File: src/rtl/ldl_fifo_pkg.sv
// ldl_fifo_pkg: helpers shared by the write-side and read-side LDL FIFO controllers
package ldl_fifo_pkg;
  typedef logic [31:0] ptr_raw_t;
  function automatic int depth(input int aw);
    return 1 << aw;
  endfunction
  function automatic ptr_raw_t ptr_cnt(input ptr_raw_t w, input ptr_raw_t r);
    return w - r;
  endfunction
endpackage

File: src/rtl/ldl_fifo_ws_v1_if.sv
// ldl_fifo_ws_v1_if: write-side controller signals between the user/read side and the controller
interface ldl_fifo_ws_v1_if #(parameter int AW = 8);
  logic we, full, almost_full, mw, overflow, clr_stat;
  logic [AW-1:0] wa;
  logic [AW:0] w_pt, r_pt, wcnt, max_cnt;
  modport master(output we, r_pt, clr_stat, input full, almost_full, wa, mw, w_pt, wcnt, overflow, max_cnt);
  modport slave(input we, r_pt, clr_stat, output full, almost_full, wa, mw, w_pt, wcnt, overflow, max_cnt);
endinterface

File: src/rtl/ldl_fifo_wstat.sv
// ldl_fifo_wstat: sticky overflow flag and occupancy high-watermark for debug readback
module ldl_fifo_wstat #(parameter int W = 9) (
  input  logic         clk,
  input  logic         rst,
  input  logic         we,
  input  logic         full,
  input  logic         clr_stat,
  input  logic [W-1:0] ncnt,
  output logic         overflow,
  output logic [W-1:0] max_cnt
);
  // a new overflow beats a concurrent clear; clear reloads the watermark with the live count
  always_ff @(posedge clk) begin
    if (rst) begin
      overflow <= 1'b0;
      max_cnt  <= '0;
    end else begin
      overflow <= (we & full) | (overflow & ~clr_stat);
      max_cnt  <= (clr_stat || ncnt > max_cnt) ? ncnt : max_cnt;
    end
  end
endmodule

File: src/rtl/ldl_fifo_ws_v1.sv
// ldl_fifo_ws_v1: write pointer, full/almost-full flags and RAM write port of the LDL FIFO
module ldl_fifo_ws_v1
  import ldl_fifo_pkg::*;
#(
  parameter int AW       = 8,
  parameter int AF_LEVEL = 2**AW - 2
) (
  input logic           clk,
  input logic           rst,
  ldl_fifo_ws_v1_if.slave bus
);
  typedef logic [AW:0] ptr_t;
  localparam ptr_t DEPTH = ptr_t'(depth(AW));
  localparam ptr_t AF    = ptr_t'(AF_LEVEL);
  ptr_t w_pt, wcnt, ncnt;
  logic full, almost_full, fw;
  // accepted write and occupancy; the read pointer is same-domain so it is used directly
  always_comb begin
    fw   = bus.we & ~full & ~rst;
    wcnt = ptr_t'(ptr_cnt(32'(w_pt), 32'(bus.r_pt)));
    ncnt = wcnt + ptr_t'(fw);
  end
  // full ignores same-cycle reads, so it may linger one cycle but can never let the RAM overrun
  always_ff @(posedge clk) begin
    if (rst) begin
      w_pt        <= '0;
      full        <= 1'b0;
      almost_full <= 1'b0;
    end else begin
      w_pt        <= w_pt + ptr_t'(fw);
      full        <= (wcnt == DEPTH) || (wcnt == DEPTH - 1'b1 && fw);
      almost_full <= ncnt >= AF;
    end
  end
  ldl_fifo_wstat #(.W(AW + 1)) u_stat (
    .clk(clk),
    .rst(rst),
    .we(bus.we),
    .full(full),
    .clr_stat(bus.clr_stat),
    .ncnt(ncnt),
    .overflow(bus.overflow),
    .max_cnt(bus.max_cnt)
  );
  assign bus.full        = full;
  assign bus.almost_full = almost_full;
  assign bus.mw          = fw;
  assign bus.wa          = w_pt[AW-1:0];
  assign bus.w_pt        = w_pt;
  assign bus.wcnt        = wcnt;
endmodule

File: src/flat_wrapper.sv
// flat-port wrapper written by rule: the top's interface ports become plain ports
module ldl_fifo_ws_v1_flat import ldl_fifo_pkg::*;
#(
  parameter int AW       = 8,
  parameter int AF_LEVEL = 2**AW - 2
)
  (clk, rst, bus_we, bus_r_pt, bus_clr_stat, bus_full, bus_almost_full, bus_wa, bus_mw, bus_w_pt, bus_wcnt, bus_overflow, bus_max_cnt);
  ldl_fifo_ws_v1_if #(.AW(AW)) bus_i ();
  input logic clk;
  input logic rst;
  input wire logic [$bits(bus_i.we)-1:0] bus_we;
  input wire logic [$bits(bus_i.r_pt)-1:0] bus_r_pt;
  input wire logic [$bits(bus_i.clr_stat)-1:0] bus_clr_stat;
  output wire logic [$bits(bus_i.full)-1:0] bus_full;
  output wire logic [$bits(bus_i.almost_full)-1:0] bus_almost_full;
  output wire logic [$bits(bus_i.wa)-1:0] bus_wa;
  output wire logic [$bits(bus_i.mw)-1:0] bus_mw;
  output wire logic [$bits(bus_i.w_pt)-1:0] bus_w_pt;
  output wire logic [$bits(bus_i.wcnt)-1:0] bus_wcnt;
  output wire logic [$bits(bus_i.overflow)-1:0] bus_overflow;
  output wire logic [$bits(bus_i.max_cnt)-1:0] bus_max_cnt;
  assign bus_i.we = bus_we;
  assign bus_i.r_pt = bus_r_pt;
  assign bus_i.clr_stat = bus_clr_stat;
  assign bus_full = bus_i.full;
  assign bus_almost_full = bus_i.almost_full;
  assign bus_wa = bus_i.wa;
  assign bus_mw = bus_i.mw;
  assign bus_w_pt = bus_i.w_pt;
  assign bus_wcnt = bus_i.wcnt;
  assign bus_overflow = bus_i.overflow;
  assign bus_max_cnt = bus_i.max_cnt;
  ldl_fifo_ws_v1 #(.AW(AW), .AF_LEVEL(AF_LEVEL)) u_core (.clk(clk), .rst(rst), .bus(bus_i));
endmodule
File: config.mk
export PLATFORM = sky130hd
export DESIGN_NAME = ldl_fifo_ws_v1_flat
export DESIGN_NICKNAME = d
export VERILOG_FILES = /design/src/rtl/ldl_fifo_pkg.sv /design/src/rtl/ldl_fifo_ws_v1_if.sv /design/src/rtl/ldl_fifo_wstat.sv /design/src/rtl/ldl_fifo_ws_v1.sv /design/src/flat_wrapper.sv
export SDC_FILE = /design/constraint.sdc
export NUM_CORES = 1
export LEC_CHECK = 0
export CELL_PAD_IN_SITES_DETAIL_PLACEMENT = 1
export CELL_PAD_IN_SITES_GLOBAL_PLACEMENT = 2
export CORE_AREA = 8 8 133 73
export DETAILED_ROUTE_END_ITERATION = 8
export DIE_AREA = 0 0 141 81
export PLACE_DENSITY = 0.81
export SLEW_MARGIN = 0
export SYNTH_ARGS = -nofsm -noshare
export SYNTH_HDL_FRONTEND = slang
export SYNTH_SLANG_ARGS = --single-unit
File: constraint.sdc
create_clock -name clk -period 4.5 [get_ports clk]
set_input_delay 0.9 -clock clk [delete_from_list [all_inputs] [get_ports clk]]
set_output_delay 0.9 -clock clk [all_outputs]
set_load 0.05 [all_outputs]
==> results.tsv, run 1 <==
metric	value	unit
Die ar.	11400	µm²
cells on worst reg2reg path	17	
worst-path cell with the longest stage delay	clkdlybuf4s50_1	
Final period util	97.3	%
setup_tns	0	ns
Placed Area	2850	µm²
htree depth	1	
Die Width	141	µm
synth cell count leaders	inv_1 (26), nand2_1 (24), dfxtp_1 (21), nor2_1 (21), ha_1 (20)	
WL final	7410	µm
largest net degree at the start of global routing	16	
relative slew slack	65.3	%
Yosys reg bits	21	
Via density	4.55	
n_diodes	0	
Worst-Skew Late Latency	0.26	ns
most numerous cell in the Yosys netlist	inv_1	
CTS buffer count	3	
Max Cap Viol	0	
PortBufs	51	
CTS tree	built	
synth warn	0	
Starting Density	24.3	%
crit start category	input port	
Max clock buf depth	2	
Die H	81	µm
Arr. time, crit path	4.53	ns
critical register-to-register path startpoint	u_core.bus.w_pt[0]$_SDFF_PP0_	
grt ovf	0	
Hold Violations, Final	0	
synthesized area	1900	µm²
antenna violations before repair	0	
GRT Total Usage	12.8	%
Final Max Tran Viols	0	
final worst path period need	4.38	ns
Final nets	358	
worst hold stages	2	
syn_nets	266	
routed via count	1980	
CP max stage delay	0.45	ns
antenna viol nets, final	0	
drt wl/cell	17.0	µm
root buf cell	clkbuf_16	
DRT Pass-1 Iters	4	
P&R area growth vs syn	64.8	%
Yosys top cell area share	22.2	%
DRC	0	
gpl congestion	0.888	
total clock sinks	21	
first-pass GRT wire length	11500	µm
Synth Instances	232	
Hold Startpoint	u_core.u_stat.overflow$_SDFF_PP0_	
CP Capture Type	register	
Worst Skew	0.00179	ns
Worst-path clk slew	0.06	ns
dpl cells	421	
Final Setup Violations	0	
io pins	52	
Slew @ Worst Pin	0.520	ns
critical path required time	4.65	ns
Core ar.	7800	µm²
Synth Flop Type	dfxtp_1	
PD cells	260	nW/µm²
cts hold-fix bufs	0	
vias in the first global route	2118	
CP Max Fanout	3	
sequential share of the synthesized area	22.2	%
post-synthesis average cell area	8.17	µm²
share of layout cells above drive strength 1	32.2	%
Worst VDD drop	0.117	mV
r2r endpoint	u_core.u_stat.max_cnt[6]$_SDFFE_PP0P_	
FMAX	228	MHz
Setup crit start	bus_r_pt[4]	
critical path class	in2reg	
R2R Setup Slk	0.54	ns
fin cells	435	
Power, Total	0.814	mW
RSZ-0062 raised after global routing	false	
Tightest Hold Check Type	reg2reg	
Rows	23	
Critical Path End	u_core.u_stat.max_cnt[6]$_SDFFE_PP0P_	
P_leak	1.33	nW
async set-reset flop share out of synthesis	0	%
Design Area, Final	3120	µm²
Post-synth EDFFs	0	
Cell variety after synth	53	
status	finished, final reports clean	
CP Cell Sequence	clkdlybuf4s50_1, inv_1, ha_1, a2111o_1, a31oi_2, a21oi_1, xnor2_2, o311a_1, or2_4, ha_4, a211oi_4, o21ai_2, a211oi_2, mux2i_4, mux2_4	
Final HPWL DP	5960	µm
area leader, netlist	dfxtp_1	
largest cells by area after synthesis	dfxtp_1 (22%), ha_1 (13%), inv_1 (5.1%)	
1st-iter DRT viols	96	
metal layers:
| layer | vias to the layer above | routed length, µm | GRT usage (%) |
|---|---|---|---|
| met5 | - | 0 | 0 |
| li1 | 978 | - | - |
| met4 | 0 | 48 | 2.23 |
| met1 | 950 | 3770 | 17.9 |
| met2 | 46 | 3140 | 19.6 |
| met3 | 6 | 447 | 3.45 |
cells in the final DEF (no fill, tap or decap), types with 2 or more instances in the layout:
master and count:
xor2_2 2, o211ai_1 2, clkdlybuf4s50_1 41, dfxtp_1 21, nor3b_1 2, nand4_1 4, xnor2_1 4, o21a_1 2
o21ai_0 6, inv_1 23, nor2_1 18, nor2b_1 4, buf_4 51, nand2b_1 2, dlymetal6s2s_1 3, a211oi_4 2
a211oi_2 2, or3_1 3, mux2i_1 7, nand2_1 23, ha_4 4, a2111o_1 2, nand3_1 7, a21o_1 2
inv_2 4, xor2_1 5, xnor2_4 2, o21ai_1 3, xnor2_2 2, nor2_2 2, o21ai_2 3, a21oi_2 4
a21oi_1 8, buf_12 2, clkbuf_16 3, ha_1 13, ha_2 3
critical path, delay by kind of cell:
family / cells / cell delay [ns]
compound gates: 7 / 1.78
buf+inv: 2 / 0.49
fa+ha+maj: 2 / 0.49
mux: 2 / 0.43
simple gates: 1 / 0.25
xor+xnor: 1 / 0.17
power by group:
group          switching (mW)  total (mW)  internal [mW]
Combinational           0.231       0.405          0.174
Sequential             0.0120       0.211          0.200
Clock                  0.0778       0.198          0.120
Total                   0.320       0.814          0.493
cell type report:
type	instances	area, µm²
clock inverter	1	5.00
sequential	21	420
inverter	27	101
fill	901	4670
multi-input combinational	173	1500
tap	112	140
timing repair buffer	98	882
clock buffer	3	75.1
what timing repair did:
| action | 4_1_cts | 5_1_grt |
|---|---|---|
| gates resized for setup | 7 | 24 |
| pin swaps | 4 | 18 |
| endpoints found under the setup margin | 8 | 9 |
| setup buffers | 2 | 8 |
metrics by stage:
step / hold slack [ns] / util (%) / setup slack (ns)
after floorplan: 0.684 / - / -0.00832
after detailed placement: 0.468 / 36.6 / -0.409
after CTS: 0.479 / 38.1 / 0.0145
final: 0.476 / 40.1 / 0.123
after global placement: 0.457 / 36.6 / -0.281
after global routing: 0.503 / 40.1 / 0.0134
state kept, by name, summed over array words and instances, names as in the netlist:
name and flops:
u_core.u_stat.max_cnt 9, u_core.u_stat.overflow 1, u_core.bus.w_pt 9, u_core.bus.full 1
u_core.bus.almost_full 1
cells by family (layout without fill, tap and decap cells):
kind of cell,after synthesis,after routing,synth area share (%)
buf+inv,38,129,9.17
mux,9,9,5.68
xor+xnor,15,15,9.31
compound gates,44,44,15.4
simple gates,84,84,24.0
fa+ha+maj,21,21,14.3
flops,21,21,22.2
worst min path at each step:
| stage | endpoint | slack, ns |
|---|---|---|
| 2_1_floorplan | u_core.u_stat.max_cnt[1]$_SDFFE_PP0P_ | 0.68 |
| 3_3_place_gp | u_core.u_stat.overflow$_SDFF_PP0_ | 0.46 |
| 3_5_place_dp | u_core.u_stat.overflow$_SDFF_PP0_ | 0.47 |
| 4_1_cts | u_core.u_stat.overflow$_SDFF_PP0_ | 0.48 |
| 5_1_grt | u_core.u_stat.overflow$_SDFF_PP0_ | 0.50 |
| 6_report | u_core.u_stat.overflow$_SDFF_PP0_ | 0.48 |
Power figures use the tool's default switching activity.
==> inputs of run 2 (changes only) <==
--- a/config.mk
+++ b/config.mk
@@ -7,9 +7,11 @@
 export LEC_CHECK = 0
 export CELL_PAD_IN_SITES_DETAIL_PLACEMENT = 1
 export CELL_PAD_IN_SITES_GLOBAL_PLACEMENT = 2
-export CORE_AREA = 8 8 133 73
+export CORE_AREA = 2 2 111 59
 export DETAILED_ROUTE_END_ITERATION = 8
-export DIE_AREA = 0 0 141 81
+export DIE_AREA = 0 0 113 61
+export DONT_BUFFER_PORTS = 1
+export GPL_TIMING_DRIVEN = 0
 export PLACE_DENSITY = 0.81
 export SLEW_MARGIN = 0
 export SYNTH_ARGS = -nofsm -noshare
==> results.tsv, run 2 (synthesis gave the netlist of run 1 again) <==
metric	value	unit
status	finished with violations	
failing checks	DRC	
DRC	3	
Die ar.	6890	µm²
antenna viol nets, final	0	
Clk network pwr share	27.4	%
vias in the first global route	1686	
Sw Share	40.9	%
crit start category	input port	
final worst path period need	4.44	ns
Final Max Tran Viols	0	
critical path class	in2reg	
grt ovf	0	
Power, Total	0.717	mW
Reg power frac	36.3	%
share of layout cells above drive strength 1	27.4	%
net load switching power	0.293	mW
RSZ-0062 raised after global routing	true	
Worst-path clk slew	0.06	ns
CP Capture Type	register	
routed via count	1691	
PD cells	300	nW/µm²
io pins	52	
combinational group share of total power	36.3	%
Design Area, Final	2390	µm²
Starting Density	32.1	%
Arr. time, crit path	4.59	ns
largest net degree at the start of global routing	13	
drt wl/cell	17.6	µm
GRT Total Usage	17.2	%
n_diodes	0	
Worst VDD drop	0.124	mV
Tightest Hold Check Type	in2reg	
CTS buffer count	3	
Slew @ Worst Pin	0.765	ns
gpl congestion	0.780	
CTS tree	built	
P&R area growth vs syn	26.2	%
Final HPWL DP	4580	µm
Core ar.	5910	µm²
first-pass GRT wire length	9040	µm
Worst-Skew Late Latency	0.26	ns
PortBufs	0	
WL final	5780	µm
commonest non-fill, non-tap cell in the layout	inv_1	
1st-iter DRT viols	67	
CP Max Fanout	8	
critical path required time	4.65	ns
Final Setup Violations	0	
final core occ	40.5	%
Max Cap Viol	0	
Final nets	287	
Die H	61	µm
Placed Area	2110	µm²
Max clock buf depth	2	
Via density	5.14	
Final period util	98.7	%
P_int	0.424	mW
total clock sinks	21	
Worst Skew	0.00312	ns
Hold Violations, Final	0	
relative slew slack	48.9	%
root buf cell	clkbuf_16	
Largest regs	u_core.bus.w_pt x9, u_core.u_stat.max_cnt x9	
Die Width	113	µm
DRT Pass-1 Iters	6	
antenna violations before repair	0	
P_leak	1.00	nW
FMAX	225	MHz
most frequent cells in the layout	inv_1 (24), nand2_1 (23), buf_4 (22), nor2_1 (17), dfxtp_1 (17)	
htree depth	1	
Rows	20	
## run 2: cell types whose count changed in the layout (fill, tap and decap cells not counted), moves of 3 or more
cell             change
clkdlybuf4s50_1     -41
dlymetal6s2s_1       -3
ha_2                 -3
buf_4               -29
o21ai_0              +3
dfxtp_2              +3
dfxtp_1              -4
## run 2: layer usage
layer	GRT usage (%)	part of all wire [%]
met5	0	0
met3	5.00	6.8
met2	25.2	41
met4	5.05	0.83
met1	24.7	51
## run 2: cell type report
class | count | area, µm²
plain buffers | 11 | 75.1
inverters | 27 | 101
clock inverters | 1 | 5.00
repair buffers | 16 | 140
fillers | 705 | 3510
well taps | 77 | 96.3
multi-input cells | 173 | 1470
flip-flops and latches | 21 | 428
clock buffers | 3 | 75.1
## run 2: power by group through the flow
stage | registers [mW] | clock network, mW | logic [mW]
after floorplan | 0.259 | 0 | 0.181
after global placement | 0.264 | 0 | 0.214
after detailed placement | 0.265 | 0 | 0.223
after CTS | 0.261 | 0.202 | 0.249
after global routing | 0.263 | 0.208 | 0.285
final | 0.260 | 0.197 | 0.260
## run 2: critical path, cell delays in order
cell	delay, ns
ha_4	0.13
inv_2	0.04
fa_2	0.42
a211oi_4	0.31
nor2_4	0.08
xnor2_4	0.54
nand2_2	0.14
o311a_1	0.42
or2_4	0.29
ha_4	0.17
a211oi_2	0.23
o21ai_2	0.11
a211oi_2	0.33
mux2i_4	0.15
mux2_4	0.31
## run 2: repair_timing
item                                    4_1_cts  5_1_grt
buffers inserted                              9        5
resized for setup                            11       10
endpoints found under the setup margin        9        9
pin swaps                                     7       12
hold buffers                                  0        0
## run 2: stage by stage
stage | cells | worst slack (ns) | TNS, ns | hold WS (ns)
global route | 329 | -0.102 | -0.614 | 0.694
floorplan | 232 | -0.00832 | -0.00832 | 0.684
detailed placement | 311 | -0.508 | -3.21 | 0.719
finish | 329 | 0.0570 | 0 | 0.697
CTS | 324 | 0.0115 | 0 | 0.693
global placement | 309 | -0.527 | -3.30 | 0.710
## run 2: final timing paths
check | startpoint | endpoint | slack [ns] | depth (start not counted)
worst max-delay path | bus_r_pt[0] | u_core.u_stat.max_cnt[6]$_SDFFE_PP0P_ | 0.06 | 15
worst min register to register | u_core.bus.w_pt[4]$_SDFF_PP0_ | u_core.bus.w_pt[4]$_SDFF_PP0_ | 0.72 | 2
worst min-delay path | rst | u_core.bus.w_pt[1]$_SDFF_PP0_ | 0.70 | 1
worst max register to register | u_core.bus.w_pt[0]$_SDFF_PP0_ | u_core.u_stat.max_cnt[6]$_SDFFE_PP0P_ | 0.11 | 16
==> edit 1: new RTL, config.mk and constraints of run 2 <==
Reset style: asynchronous (`rst`), changed in 2 clocked blocks.
--- a/src/rtl/ldl_fifo_wstat.sv
+++ b/src/rtl/ldl_fifo_wstat.sv
@@ -11,5 +11,5 @@
 );
   // a new overflow beats a concurrent clear; clear reloads the watermark with the live count
-  always_ff @(posedge clk) begin
+  always_ff @(posedge clk or posedge rst) begin
     if (rst) begin
       overflow <= 1'b0;
--- a/src/rtl/ldl_fifo_ws_v1.sv
+++ b/src/rtl/ldl_fifo_ws_v1.sv
@@ -22,5 +22,5 @@
   end
   // full ignores same-cycle reads, so it may linger one cycle but can never let the RAM overrun
-  always_ff @(posedge clk) begin
+  always_ff @(posedge clk or posedge rst) begin
     if (rst) begin
       w_pt        <= '0;
Behaviour: differs if rst is asserted again (counterexample within 4 cycles, from zero or initial values and one cycle with rst high); with rst held inactive, the same outputs for 10 cycles.
==> edit 1 against run 2 <==
The flow still finishes with violations (design-rule violations). Setup slack improved by 31 ps. Non-clock buffer count decreased by 9. Sequential cell count unchanged. Area after synthesis decreased by 8.5%. Routed wire length decreased by 14%. Core utilization decreased by 3.0 points. Cell area decreased by 7.4%. First-iteration DRC count decreased by 37%. Die area unchanged.
Power is not shown: default switching activity piles up to over one toggle a cycle in this logic, so the estimate is an artifact.
==> edit 1: results (changes against run 2) <==
[run_status]
status = complete, but fails checks
violations = design-rule violations

[global_routing]
grt_max_degree = 22  ; +9
antenna_found_initial = 0  ; unchanged
grt_use_total_pct = 14.5  ; -2.7 points
grt_pass1_vias = 1291  ; -23%
grt_pass1_wl_um = 7300  ; -19%

[place]
place.gp.congestion = 0.837  ; +7.3%
portBuffers = 0  ; unchanged
post-place-ws_ps = -530  ; -21.7 ps
post-dp-hpwl_um = 3810  ; -17%
dpl_cell_area_sq_um = 1860  ; -12%

[worst_setup_path]
crit_path_top_delay_cell = xor2_4
critPathArrivalTime_ps = 4560  ; -30 ps
worstPathMaxFanout = 8  ; unchanged
crit_path_max_incr_delay_ps = 520  ; -20 ps

[synth]
yosysWarnings = 0  ; unchanged
yosysSeqAreaShare_pct = 30.3  ; +8.1 points
ys_top_cells_by_area = dfrtp_1, ha_1, mux2_4, xnor2_1, inv_1
synthDistinctLibCells = 40  ; -25%
ys_top_cells_by_count = dfrtp_1, inv_1, ha_1, xnor2_1
synth-async-reset-ratio_pct = 100  ; +100 points
synthFlopType = dfrtp_1
synth_fp_nets = 211  ; -21%

[cts]
insertion_delay_ps = 260  ; about the same
htree_levels = 1  ; unchanged
cts_root_buffer = clkbuf_16
path_clk_slew_ps = 60  ; about the same
cts_inserted_buffers = 3  ; unchanged
clockBufferDepth = 2  ; unchanged

[finish]
drive_gt1_share_pct = 38.4  ; +11 points
nets = 225  ; -22%
diodes = 0  ; unchanged
fill_cells = 656  ; -7.0%
largestRegisters = u_core.bus.w_pt (9), u_core.u_stat.max_cnt (9)

[detailed_routing]
vias = 1335  ; -21%
dr.pass1.iters = 6  ; unchanged
drt_iter0_markers = 42  ; -37%
drc = 4  ; +1
drt-total-wl_um = 4960  ; -14%

[min_path]
hold_class = primary input to async pin

[sta]
finClkSkew_ps = 2.42  ; -0.691 ps
slew_headroom_pct = 42.9  ; -6.0 points
finalSetupViolCount = 0  ; unchanged

[edit 1: cell count changes in the layout (fill, tap and decap cells not counted), sizes merged, moves of 4 or more]
cell | run 2 | this run
dfrtp | 0 | 21
dfxtp | 21 | 0
nand2 | 24 | 6
nor2 | 21 | 9
mux2 | 1 | 9
buf | 25 | 18
mux2i | 8 | 1
a21oi | 12 | 6
inv | 27 | 21
xnor2 | 8 | 13
nand3 | 9 | 5
nor3 | 0 | 4
[edit 1: cell type report]
class,instances,area [sq um],area share [%]
timing repair buffer,9,71.3,3.22
sequential,21,533,24.1
inverter,21,78.8,3.56
tap,77,96.3,4.35
clock inverter,1,5.00,0.226
multi-input combinational,126,1280,58.0
buffer,9,71.3,3.22
clock buffer,3,75.1,3.39
[edit 1: per-layer routing]
layer  share of wire [%]  track usage [%]
met5                   0                0
met1                  53             22.4
met3                 9.1             6.69
met4                0.34             1.57
met2                  38             18.3
[edit 1: path summary, 6_finish.rpt]
| path | cells after the start | to | from | slack [ps] |
|---|---|---|---|---|
| worst max-delay path | 16 | u_core.u_stat.max_cnt[3] | bus_r_pt[2] | 90 |
| worst min-delay path | 1 | u_core.bus.w_pt[8] | rst | 700 |
| worst max register to register | 19 | u_core.u_stat.max_cnt[3] | u_core.bus.w_pt[0] | 100 |
| worst min register to register | 1 | u_core.bus.w_pt[5] | u_core.bus.w_pt[5] | 730 |
| max in group asynchronous | 1 | u_core.bus.w_pt[0] | rst | 3210 |
| min in group clk | 1 | u_core.bus.w_pt[5] | u_core.bus.w_pt[5] | 730 |
[edit 1: cell families after synthesis]
kind of cell | synth area share, %
adders and majority gates | 15.6
and+or+nand+nor | 16.0
buffers and inverters | 8.44
muxes | 8.37
xor gates and xnor gates | 11.0
AOI/OAI and AO/OA | 10.3
DFF | 30.3
[edit 1: timing repair]
| item | 4_1_cts | 5_1_grt |
|---|---|---|
| gates resized for setup | 18 | 28 |
| pin swaps | 3 | 21 |
| buffers inserted | 0 | 9 |
| endpoints found under the setup margin | 8 | 8 |
[edit 1: worst max-delay path: cells and delay by family]
family | cells | cell delay [ps]
AOI/OAI and AO/OA | 3 | 670
muxes | 2 | 670
buffers and inverters | 2 | 150
and+or+nand+nor | 5 | 720
xor gates and xnor gates | 2 | 710
adders and majority gates | 2 | 700
[edit 1: through the flow]
stage | utilization (%) | std cells
global route | 37.5 | 267
CTS | 34.5 | 258
detailed placement | 31.5 | 254
finish | 37.5 | 267
global placement | 31.5 | 254
floorplan | - | 177
==> edit 2: new RTL, flow settings as in run 2 <==
Made on the original files. `AW` is set to 8 in 3 places; all go to 10.
--- a/src/rtl/ldl_fifo_ws_v1_if.sv
+++ b/src/rtl/ldl_fifo_ws_v1_if.sv
@@ -1,4 +1,4 @@
 // ldl_fifo_ws_v1_if: write-side controller signals between the user/read side and the controller
-interface ldl_fifo_ws_v1_if #(parameter int AW = 8);
+interface ldl_fifo_ws_v1_if #(parameter int AW = 10);
   logic we, full, almost_full, mw, overflow, clr_stat;
   logic [AW-1:0] wa;
--- a/src/rtl/ldl_fifo_ws_v1.sv
+++ b/src/rtl/ldl_fifo_ws_v1.sv
@@ -3,5 +3,5 @@
   import ldl_fifo_pkg::*;
 #(
-  parameter int AW       = 8,
+  parameter int AW       = 10,
   parameter int AF_LEVEL = 2**AW - 2
 ) (
--- a/src/flat_wrapper.sv
+++ b/src/flat_wrapper.sv
@@ -2,5 +2,5 @@
 module ldl_fifo_ws_v1_flat import ldl_fifo_pkg::*;
 #(
-  parameter int AW       = 8,
+  parameter int AW       = 10,
   parameter int AF_LEVEL = 2**AW - 2
 )
Interface: changed (5 resized); port bits go from 52 to 62. No check against the original RTL was run, so the function may have changed too.
==> edit 2 against run 2 <==
The flow finishes with violations (design-rule violations, negative setup slack). Setup slack got worse by 150 ps. Area after synthesis rose by 22%. Sequential cell count rose by 4. Via count rose by 31%. Total power rose by 15%. Routed wire length rose by 37%. Register-to-register slack got worse by 180 ps. First-iteration DRC count rose by 45%. Cell area rose by 28%.
==> edit 2: results (changes against run 2) <==
[cts]
path_clk_slew_ps = 80  ; +20 ps

[worst_setup_path]
worstPathMaxFanout = 6  ; -2
crit_path_max_incr_delay_ps = 510  ; -30 ps
r2r.worst_path.cells = 19  ; +3
critPathArrivalTime_ps = 4790  ; +200 ps

[min_path]
hold_class = register to register
hold-path-cell-count = 2  ; +1
hp-start = u_core.bus.w_pt[2]

[power_and_ir_drop]
p_per_area_nw_per_um2 = 270  ; -10%
switchingPower_mw = 0.345  ; +18%
power.share.clock_pct = 25.8  ; -1.6 points
p_comb_mw = 0.321  ; +23%
p_seq_share_pct = 35.4  ; -0.9 points
power.leakage_nw = 1.22  ; +22%

[finish]
area_delta_synth_final_pct = 32.4
fill_cells = 684  ; -3.0%
clock_cell_area_share_pct = 2.61  ; -0.74 points
inv_count = 31  ; +15%
n_all_buffers = 45  ; +67%
nets = 350  ; +22%
largestRegisters = u_core.bus.w_pt (11), u_core.u_stat.max_cnt (11)
buf_share_pct = 11.6  ; +2.6 points
seq_area_share_pct = 16.9  ; -1.0 points

[place]
place.gp.congestion = 0.909  ; +17%
post-dp-hpwl_um = 5580  ; +22%
post-place-ws_ps = -641  ; -133 ps
dp.cells = 356  ; +14%

[synth]
synth-seq-cells = 25  ; +19%
ys_top_cells_by_count = inv_1, dfxtp_1, ha_1, a21oi_1, nor2_1
syn_area_per_cell_sq_um = 8.36  ; +2.3%
synth_fp_nets = 317  ; +19%

[sta]
fin_ws_ps = -93.4  ; -150 ps
finalSetupViolCount = 10  ; +10
finClkSkew_ps = 8.48  ; +5.36 ps

[detailed_routing]
via_per_inst = 5.73  ; +11%
drc = 5  ; +2
drt_iter0_markers = 97  ; +45%
wire_per_inst_um = 20.6  ; +17%
drt-total-wl_um = 7930  ; +37%

[global_routing]
grt_pass1_wl_um = 12300  ; +36%
grt_max_degree = 15  ; +2

[run_status]
status = complete, but fails checks
violations = design-rule violations, negative setup slack

## edit 2: cell types whose count changed after synthesis, moves of 6 or more
cell,run 2,this run
a21oi_1,12,23
mux2i_1,7,0
nor3_1,0,7
a311oi_2,1,7
nand2_1,24,14
xor2_1,6,12
## edit 2: logic make-up (layout without fill, tap and decap cells)
| logic type | after synthesis | count (layout) | synth area share, % |
|---|---|---|---|
| and+or+nand+nor | 87 | 87 | 20.9 |
| AOI/OAI and AO/OA | 71 | 71 | 24.9 |
| buffers and inverters | 48 | 80 | 10.5 |
| adders and majority gates | 25 | 25 | 13.8 |
| DFF | 25 | 25 | 21.6 |
| xor gates and xnor gates | 21 | 21 | 8.27 |
## edit 2: path summary, 6_finish.rpt
kind | endpoint | slack, ps
max reg2reg | u_core.u_stat.max_cnt[4] | -70
min reg2reg | u_core.bus.w_pt[2] | 700
min | u_core.bus.w_pt[2] | 700
max | u_core.u_stat.max_cnt[4] | -90
## edit 2: metrics by stage
stage                     hold slack, ps  setup TNS [ps]
after floorplan                      689            -938
after global placement               708           -7750
after detailed placement             732           -5890
after CTS                            657           -6.41
after global routing                 741           -2330
final                                697            -682
## edit 2: critical path, delay by kind of cell
family                     cells  cell delay, ps
AOI/OAI and AO/OA              9            1770
adders and majority gates      3             710
buffers and inverters          2             260
and+or+nand+nor                2             450
xor gates and xnor gates       2             690
## edit 2: per-layer routing
metal	up-vias	part of all wire, %	global-route usage [%]
met5	-	0	0
met4	0	0.98	3.48
met3	9	6.8	5.79
met2	70	41	35.8
met1	1075	51	34.1
li1	1057	-	-
## edit 2: repair_timing
action                                  4_1_cts  5_1_grt
hold endpoints to repair                      0        0
pin swaps                                    26       11
endpoints found under the setup margin       12       10
gates resized for setup                      24       22
setup buffers                                24        2
